## config.mk

```make
export PLATFORM = sky130hd
export DESIGN_NAME = if_stage_ctrl
export DESIGN_NICKNAME = d
export VERILOG_FILES = /design/src/rtl/if_stage_ctrl_pkg.sv /design/src/rtl/if_stage_ctrl_next_pc_mux.sv /design/src/rtl/if_stage_ctrl.sv
export SDC_FILE = /design/constraint.sdc
export NUM_CORES = 1
export LEC_CHECK = 0
export BUFFER_PORTS_ARGS = -buffer_cell sky130_fd_sc_hd__buf_2
export CAP_MARGIN = 20
export CORE_MARGIN = 10
export CORE_UTILIZATION = 54
export CTS_BUF_LIST = sky130_fd_sc_hd__clkbuf_4 sky130_fd_sc_hd__clkbuf_8 sky130_fd_sc_hd__clkbuf_16
export DETAILED_ROUTE_END_ITERATION = 6
export PLACE_DENSITY = 0.87
export SETUP_SLACK_MARGIN = 0.1
export SKIP_LAST_GASP = 1
export SLEW_MARGIN = 40
export SYNTH_ARGS = -nofsm -noshare
export SYNTH_HDL_FRONTEND = slang
export SYNTH_SLANG_ARGS = --single-unit
```

## constraint.sdc

```tcl
create_clock -name clk -period 4.3 [get_ports clk]
set_clock_uncertainty 0.1 [all_clocks]
set_input_delay 0.645 -clock clk [delete_from_list [all_inputs] [get_ports clk]]
set_output_delay 0.645 -clock clk [all_outputs]
set_load 0.02 [all_outputs]
```

## src/rtl/if_stage_ctrl_pkg.sv

```systemverilog
// Shared encodings for the fetch-stage controller: redirect selects, FSM states,
// the injected bubble word and the redirect counter helper.
package if_stage_ctrl_pkg;

    localparam int unsigned CNT_W = 16;

    typedef enum logic [1:0] {
        TNP_NONE = 2'b00,
        TNP_BEQ  = 2'b01,
        TNP_JMP  = 2'b10,
        TNP_JR   = 2'b11
    } tnp_e;

    typedef enum logic {
        ST_RUN        = 1'b0,
        ST_REDIR_WAIT = 1'b1
    } state_e;

    // sll $0,$0,0
    localparam logic [31:0] NOP_WORD = 32'h0000_0000;

    function automatic logic [CNT_W-1:0] sat_inc(input logic [CNT_W-1:0] v);
        return (&v) ? v : v + CNT_W'(1);
    endfunction

endpackage

```

## src/rtl/if_stage_ctrl_next_pc_mux.sv

```systemverilog
// Redirect target select; an undefined or idle select falls back to pc4.
module next_pc_mux
    import if_stage_ctrl_pkg::*;
#(
    parameter int unsigned PC_WIDTH = 32
) (
    input  logic [1:0]          i_takenewpc,
    input  logic                i_branch_taken,
    input  logic [PC_WIDTH-1:0] i_pc4,
    input  logic [PC_WIDTH-1:0] i_branch_target,
    input  logic [PC_WIDTH-1:0] i_jump_target,
    input  logic [PC_WIDTH-1:0] i_jr_target,
    output logic [PC_WIDTH-1:0] o_target
);

    always_comb begin
        o_target = i_pc4;
        case (i_takenewpc)
            TNP_BEQ: o_target = i_branch_taken ? i_branch_target : i_pc4;
            TNP_JMP: o_target = i_jump_target;
            TNP_JR:  o_target = i_jr_target;
            default: o_target = i_pc4;
        endcase
    end

endmodule

```

## src/rtl/if_stage_ctrl.sv

```systemverilog
// Fetch-stage controller: PC register, one-shot redirect FSM, IF/ID register
// and saturating redirect counter.
module if_stage_ctrl #(
    parameter int unsigned            PC_WIDTH   = 32,
    parameter int unsigned            INST_WIDTH = 32,
    parameter logic [PC_WIDTH-1:0]    RESET_PC   = 32'h0000_0000,
    parameter logic [INST_WIDTH-1:0]  NOP_WORD   = INST_WIDTH'(if_stage_ctrl_pkg::NOP_WORD)
) (
    input  logic                  clk,
    input  logic                  rst_n,
    input  logic                  stoppc,
    input  logic                  holdreg,
    input  logic [1:0]            takenewpc,
    input  logic                  branch_taken,
    input  logic [PC_WIDTH-1:0]   branch_target,
    input  logic [PC_WIDTH-1:0]   jump_target,
    input  logic [PC_WIDTH-1:0]   jr_target,
    output logic [PC_WIDTH-1:0]   imem_addr,
    input  logic [INST_WIDTH-1:0] imem_rdata,
    output logic [INST_WIDTH-1:0] ifid_inst,
    output logic [PC_WIDTH-1:0]   ifid_pc4,
    output logic                  ifid_valid,
    output logic [15:0]           redirect_cnt
);

    import if_stage_ctrl_pkg::*;

    state_e                  r_state, w_state_nxt;
    logic [PC_WIDTH-1:0]     r_pc, w_pc_nxt;
    logic [INST_WIDTH-1:0]   r_ifid_inst, w_ifid_inst_nxt;
    logic [PC_WIDTH-1:0]     r_ifid_pc4, w_ifid_pc4_nxt;
    logic                    r_ifid_valid, w_ifid_valid_nxt;
    logic [CNT_W-1:0]        r_redirect_cnt, w_redirect_cnt_nxt;
    logic [PC_WIDTH-1:0]     w_pc4;
    logic [PC_WIDTH-1:0]     w_target;

    assign w_pc4 = r_pc + PC_WIDTH'(4);

    next_pc_mux #(
        .PC_WIDTH (PC_WIDTH)
    ) u_next_pc_mux (
        .i_takenewpc     (takenewpc),
        .i_branch_taken  (branch_taken),
        .i_pc4           (w_pc4),
        .i_branch_target (branch_target),
        .i_jump_target   (jump_target),
        .i_jr_target     (jr_target),
        .o_target        (w_target)
    );

    always_ff @(posedge clk or negedge rst_n) begin
        if (!rst_n) begin
            r_state        <= ST_RUN;
            r_pc           <= RESET_PC;
            r_ifid_inst    <= NOP_WORD;
            r_ifid_pc4     <= '0;
            r_ifid_valid   <= 1'b0;
            r_redirect_cnt <= '0;
        end else begin
            r_state        <= w_state_nxt;
            r_pc           <= w_pc_nxt;
            r_ifid_inst    <= w_ifid_inst_nxt;
            r_ifid_pc4     <= w_ifid_pc4_nxt;
            r_ifid_valid   <= w_ifid_valid_nxt;
            r_redirect_cnt <= w_redirect_cnt_nxt;
        end
    end

    // Redirect is taken once on entry to REDIR_WAIT; the hold there absorbs
    // the remaining cycles of the hazard unit's takenewpc assertion.
    always_comb begin
        w_state_nxt        = r_state;
        w_pc_nxt           = r_pc;
        w_ifid_inst_nxt    = r_ifid_inst;
        w_ifid_pc4_nxt     = r_ifid_pc4;
        w_ifid_valid_nxt   = r_ifid_valid;
        w_redirect_cnt_nxt = r_redirect_cnt;

        case (r_state)
            ST_RUN: begin
                if (takenewpc != TNP_NONE) begin
                    w_pc_nxt           = w_target;
                    w_ifid_inst_nxt    = NOP_WORD;
                    w_ifid_valid_nxt   = 1'b0;
                    w_redirect_cnt_nxt = sat_inc(r_redirect_cnt);
                    w_state_nxt        = ST_REDIR_WAIT;
                end else begin
                    if (!stoppc) begin
                        w_pc_nxt = w_pc4;
                    end
                    if (!holdreg) begin
                        if (stoppc) begin
                            w_ifid_inst_nxt  = NOP_WORD;
                            w_ifid_valid_nxt = 1'b0;
                        end else begin
                            w_ifid_inst_nxt  = imem_rdata;
                            w_ifid_pc4_nxt   = w_pc4;
                            w_ifid_valid_nxt = 1'b1;
                        end
                    end
                end
            end
            ST_REDIR_WAIT: begin
                if (!holdreg) begin
                    w_ifid_inst_nxt  = NOP_WORD;
                    w_ifid_valid_nxt = 1'b0;
                end
                if (takenewpc == TNP_NONE) begin
                    w_state_nxt = ST_RUN;
                end
            end
            default: begin
                w_state_nxt = ST_RUN;
            end
        endcase
    end

    assign imem_addr    = r_pc;
    assign ifid_inst    = r_ifid_inst;
    assign ifid_pc4     = r_ifid_pc4;
    assign ifid_valid   = r_ifid_valid;
    assign redirect_cnt = r_redirect_cnt;

endmodule

```

==> metrics.md <==
| Metric | Value |
|---|---|
| DRT Pass-1 Iters | 6 |
| Yosys cell types | 60 |
| Slowest stage delay, CP | 0.72 ns |
| Run status | complete, no violations |
| WS Path Type | input pin to register |
| GRT Total Usage | roughly a quarter |
| Clock buffer depth | 2 |
| Total grt overflow | 0 |
| Crit. Startpoint | takenewpc[0] |
| Largest net degree at the start of global routing | 55 |
| Syn Std Cell Area | 6541 sq um |
| Hold buffers post-CTS | 0 |
| Worst r2r src | imem_addr[2] |
| Initial antenna violation count | 0 |
| Iter 0 DRT Violations | 622 |
| CTS buffer count | 17 |
| Via Count | approximately 6600 |
| Final ANT Viol Nets | 0 |
| Routed length on met3 | 2079 um |
| Area share of and/or/nand/nor cells after synthesis | 21.86% |
| Die span in y | 130.1 um |
| CP Cell Sequence | buf_2 > buf_4 > nor3b_1 > or2_2 > or4b_2 > nand3_1 |
| Fmax | 349.9 MHz |
| Post-DR vias/cell | between 6 and 7 |
| Setup TNS | 0 ns |
| Net Count, Synth | between 800 and 900 |
| Ys flop type | dfrtp_1 |
| RSZ-0062 raised after global routing | no |
| Synth warn | 0 |
| Setup ws final | about 1.4 ns |
| Post-Synth Adder-Cell Area | less than 1% |
| Die W | 130.1 um |
| Clk pin slew, worst setup/hold paths | 0.05 ns |
| XOR/XNOR Fraction of Synth Area | 2.544% |
| # Max-Cap Violations | 0 |
| Worst min path class | input pin to async pin |
| Final slew viol count | 0 |
| DRC Markers | 0 |
| Final hold vios | 0 |
| DP Worst Slack | 1.072 ns |
| Post-synthesis mux area share | 8.072% |
| Leading area contributor after synthesis | dfrtp_1 |
| Metal1 wirelength | a little under 9000 um |
| Nets | 1054 |
| CTS Sinks | 114 |
| Worst EP required | 4.54 ns |
| I/O Buffers | 247 |
| Post-synthesis cell count | 705 |
| Final Cycle Share | 66.47% |
| Initial Util | 54.69% |
| Arr. time, crit path | 3.09 ns |
| CP max FO | 22 |
| Share of layout cells above drive strength 1 | 34.23% |
| Peak VDD IR | 0.3068 mV |
| Root Driver | clkbuf_16 |
| WL met2 | 10700 um |
| Asr flop ratio synth | 100.0% |
| Largest family of logic cells by synthesized area | simple AND/OR/NAND/NOR gates |
| Setup Fix Bufs, Post-CTS | 0 |
| CTS tree | yes |
| Final HPWL from detailed placement | 16110 um |
| Final worst path period need | around 2.9 ns |
| Yosys reg bits | 114 |
| Startpoint types | input pin |
| Post-synth EDFFs | 0 |
| IO Count | 248 |
| Seq. cell area | between 2000 and 3000 sq um |
| Die ar. | 16920 sq um |
| Cell Pwr Density | 469.9 nW/um^2 |
| Setup violators final | 0 |
| Top post-synthesis cells by area | dfrtp_1 (44%), mux2i_1 (5.7%), nand2_1 (4.0%) |
| R2R cell count | 5 |
| Share of the synthesized area in the top cell type | 43.61% |
| Slew @ Worst Pin | roughly 0.78 ns |
| Multi-input combinational cell area | around 3400 sq um |
| Slew HR | 47.81% |
| Reg-to-Reg End | ifid_pc4[26] |
| N_diodes | 0 |
| Final core occ | 70.22% |
| First-pass GRT wire length | 33800 um |
| Crit. End Element | register |
| Routability cong. | 0.8687 |
| Mapped Avg Cell Area | 9.278 sq um |
| H-tree depth | 4 |
| Worst R2R Setup Slack | 1.55 ns |
| FP Rows | 40 |
| Leak pwr | 3.948 nW |
| Post-CTS Resized | 0 |
| Area Overhead vs Synth | 28.40% |
| Compound-gate portion of the synthesized area | between 10% and 20% |
| Filler instances | 943 |
| Top sig layer | met4 |
| Number of global-route vias before repair | 6493 |
| Power Total | 0.003947 W |
| Core ar. | 11960 sq um |
| Most common cell in the netlist | dfrtp_1 |
| Wirelength, routed | 22010 um |
| Part of the Yosys area used for sequential elements | 43.61% |
| Critical path's slowest cell | or4b_2 |
| Top cells by instance count after synthesis | dfrtp_1 (114), nand2_1 (70), o21ai_0 (43) |
| Clock latency at the later pin of the worst-skew pair | 0.41 ns |
| Routed len/inst | 20.46 um |
## metal layers
| layer | vias up | global-route usage (%) |
|---|---|---|
| met5 | - | 0 |
| met4 | 0 | 8.466 |
| met3 | 39 | 6.937 |
| met1 | 3192 | 31.16 |
| met2 | 349 | 41.12 |
| li1 | 3062 | - |
## how the worst max path moves through the flow
stage                                to  slack (ns)  depth (start not counted)
after floorplan            ifid_pc4[29]        2.10                          6
after detailed placement  imem_addr[15]        1.07                          6
final                     imem_addr[15]        1.44                          6
after global placement    imem_addr[15]        1.15                          6
after global routing      imem_addr[28]        1.35                          7
after CTS                 imem_addr[15]        1.51                          6
## through the flow
step                      hold slack, ns  area [sq um]  cells
after floorplan                   0.2494          6541    705
after global placement            0.3569          7771   1045
after detailed placement          0.3652          7787   1045
after CTS                         0.2257          8391   1076
after global routing              0.2476          8399   1076
final                             0.1957          8399   1076
## power by group
part	leakage [nW]	internal, W	switching (W)
Combinational	2.23	0.000393	0.000659
Clock	0.291	0.000931	0.000483
Sequential	1.43	0.00125	0.000232
## cells by family after synthesis
| group | count (synthesis) |
|---|---|
| AO/OA/AOI/OAI | 179 |
| XOR/XNOR | 19 |
| adder cells (fa/ha/maj) | 2 |
| buffers and inverters | 74 |
| flip-flops | 114 |
| multiplexers | 51 |
| AND/OR/NAND/NOR | 266 |
## final cells by class
| class | count | share of cell area (%) |
|---|---|---|
| clock buffers | 23 | 5.973 |
| multi-input cells | 517 | 40.58 |
| repair buffers | 257 | 15.64 |
| flip-flops and latches | 114 | 33.96 |
| inverters | 10 | 0.4469 |
| well taps | 147 | 2.190 |
| clock inverters | 8 | 1.207 |
## critical path, delay by kind of cell
kind	cells	cell delay, ns
simple gates	4	1.53
buf+inv	2	0.91
## flip-flops by register name, summed over array words and instances (netlist names)
signal	flops
ifid_inst	32
ifid_pc4	32
imem_addr	32
redirect_cnt	16
ifid_valid	1
r_state	1
## placed cells by master, fill, tap and decap left out, types with 17 or more instances in the layout
master,Yosys,final
buf_2,19,246
dfrtp_1,114,114
nand2_1,70,70
o21ai_0,43,43
nor2_1,41,40
mux2i_1,37,37
nand3_1,31,31
a22o_1,26,26
nand4_1,24,24
o22ai_1,22,22
a31oi_1,19,19
nand2b_1,18,18
clkbuf_16,0,17
Power figures use the tool's default switching activity.
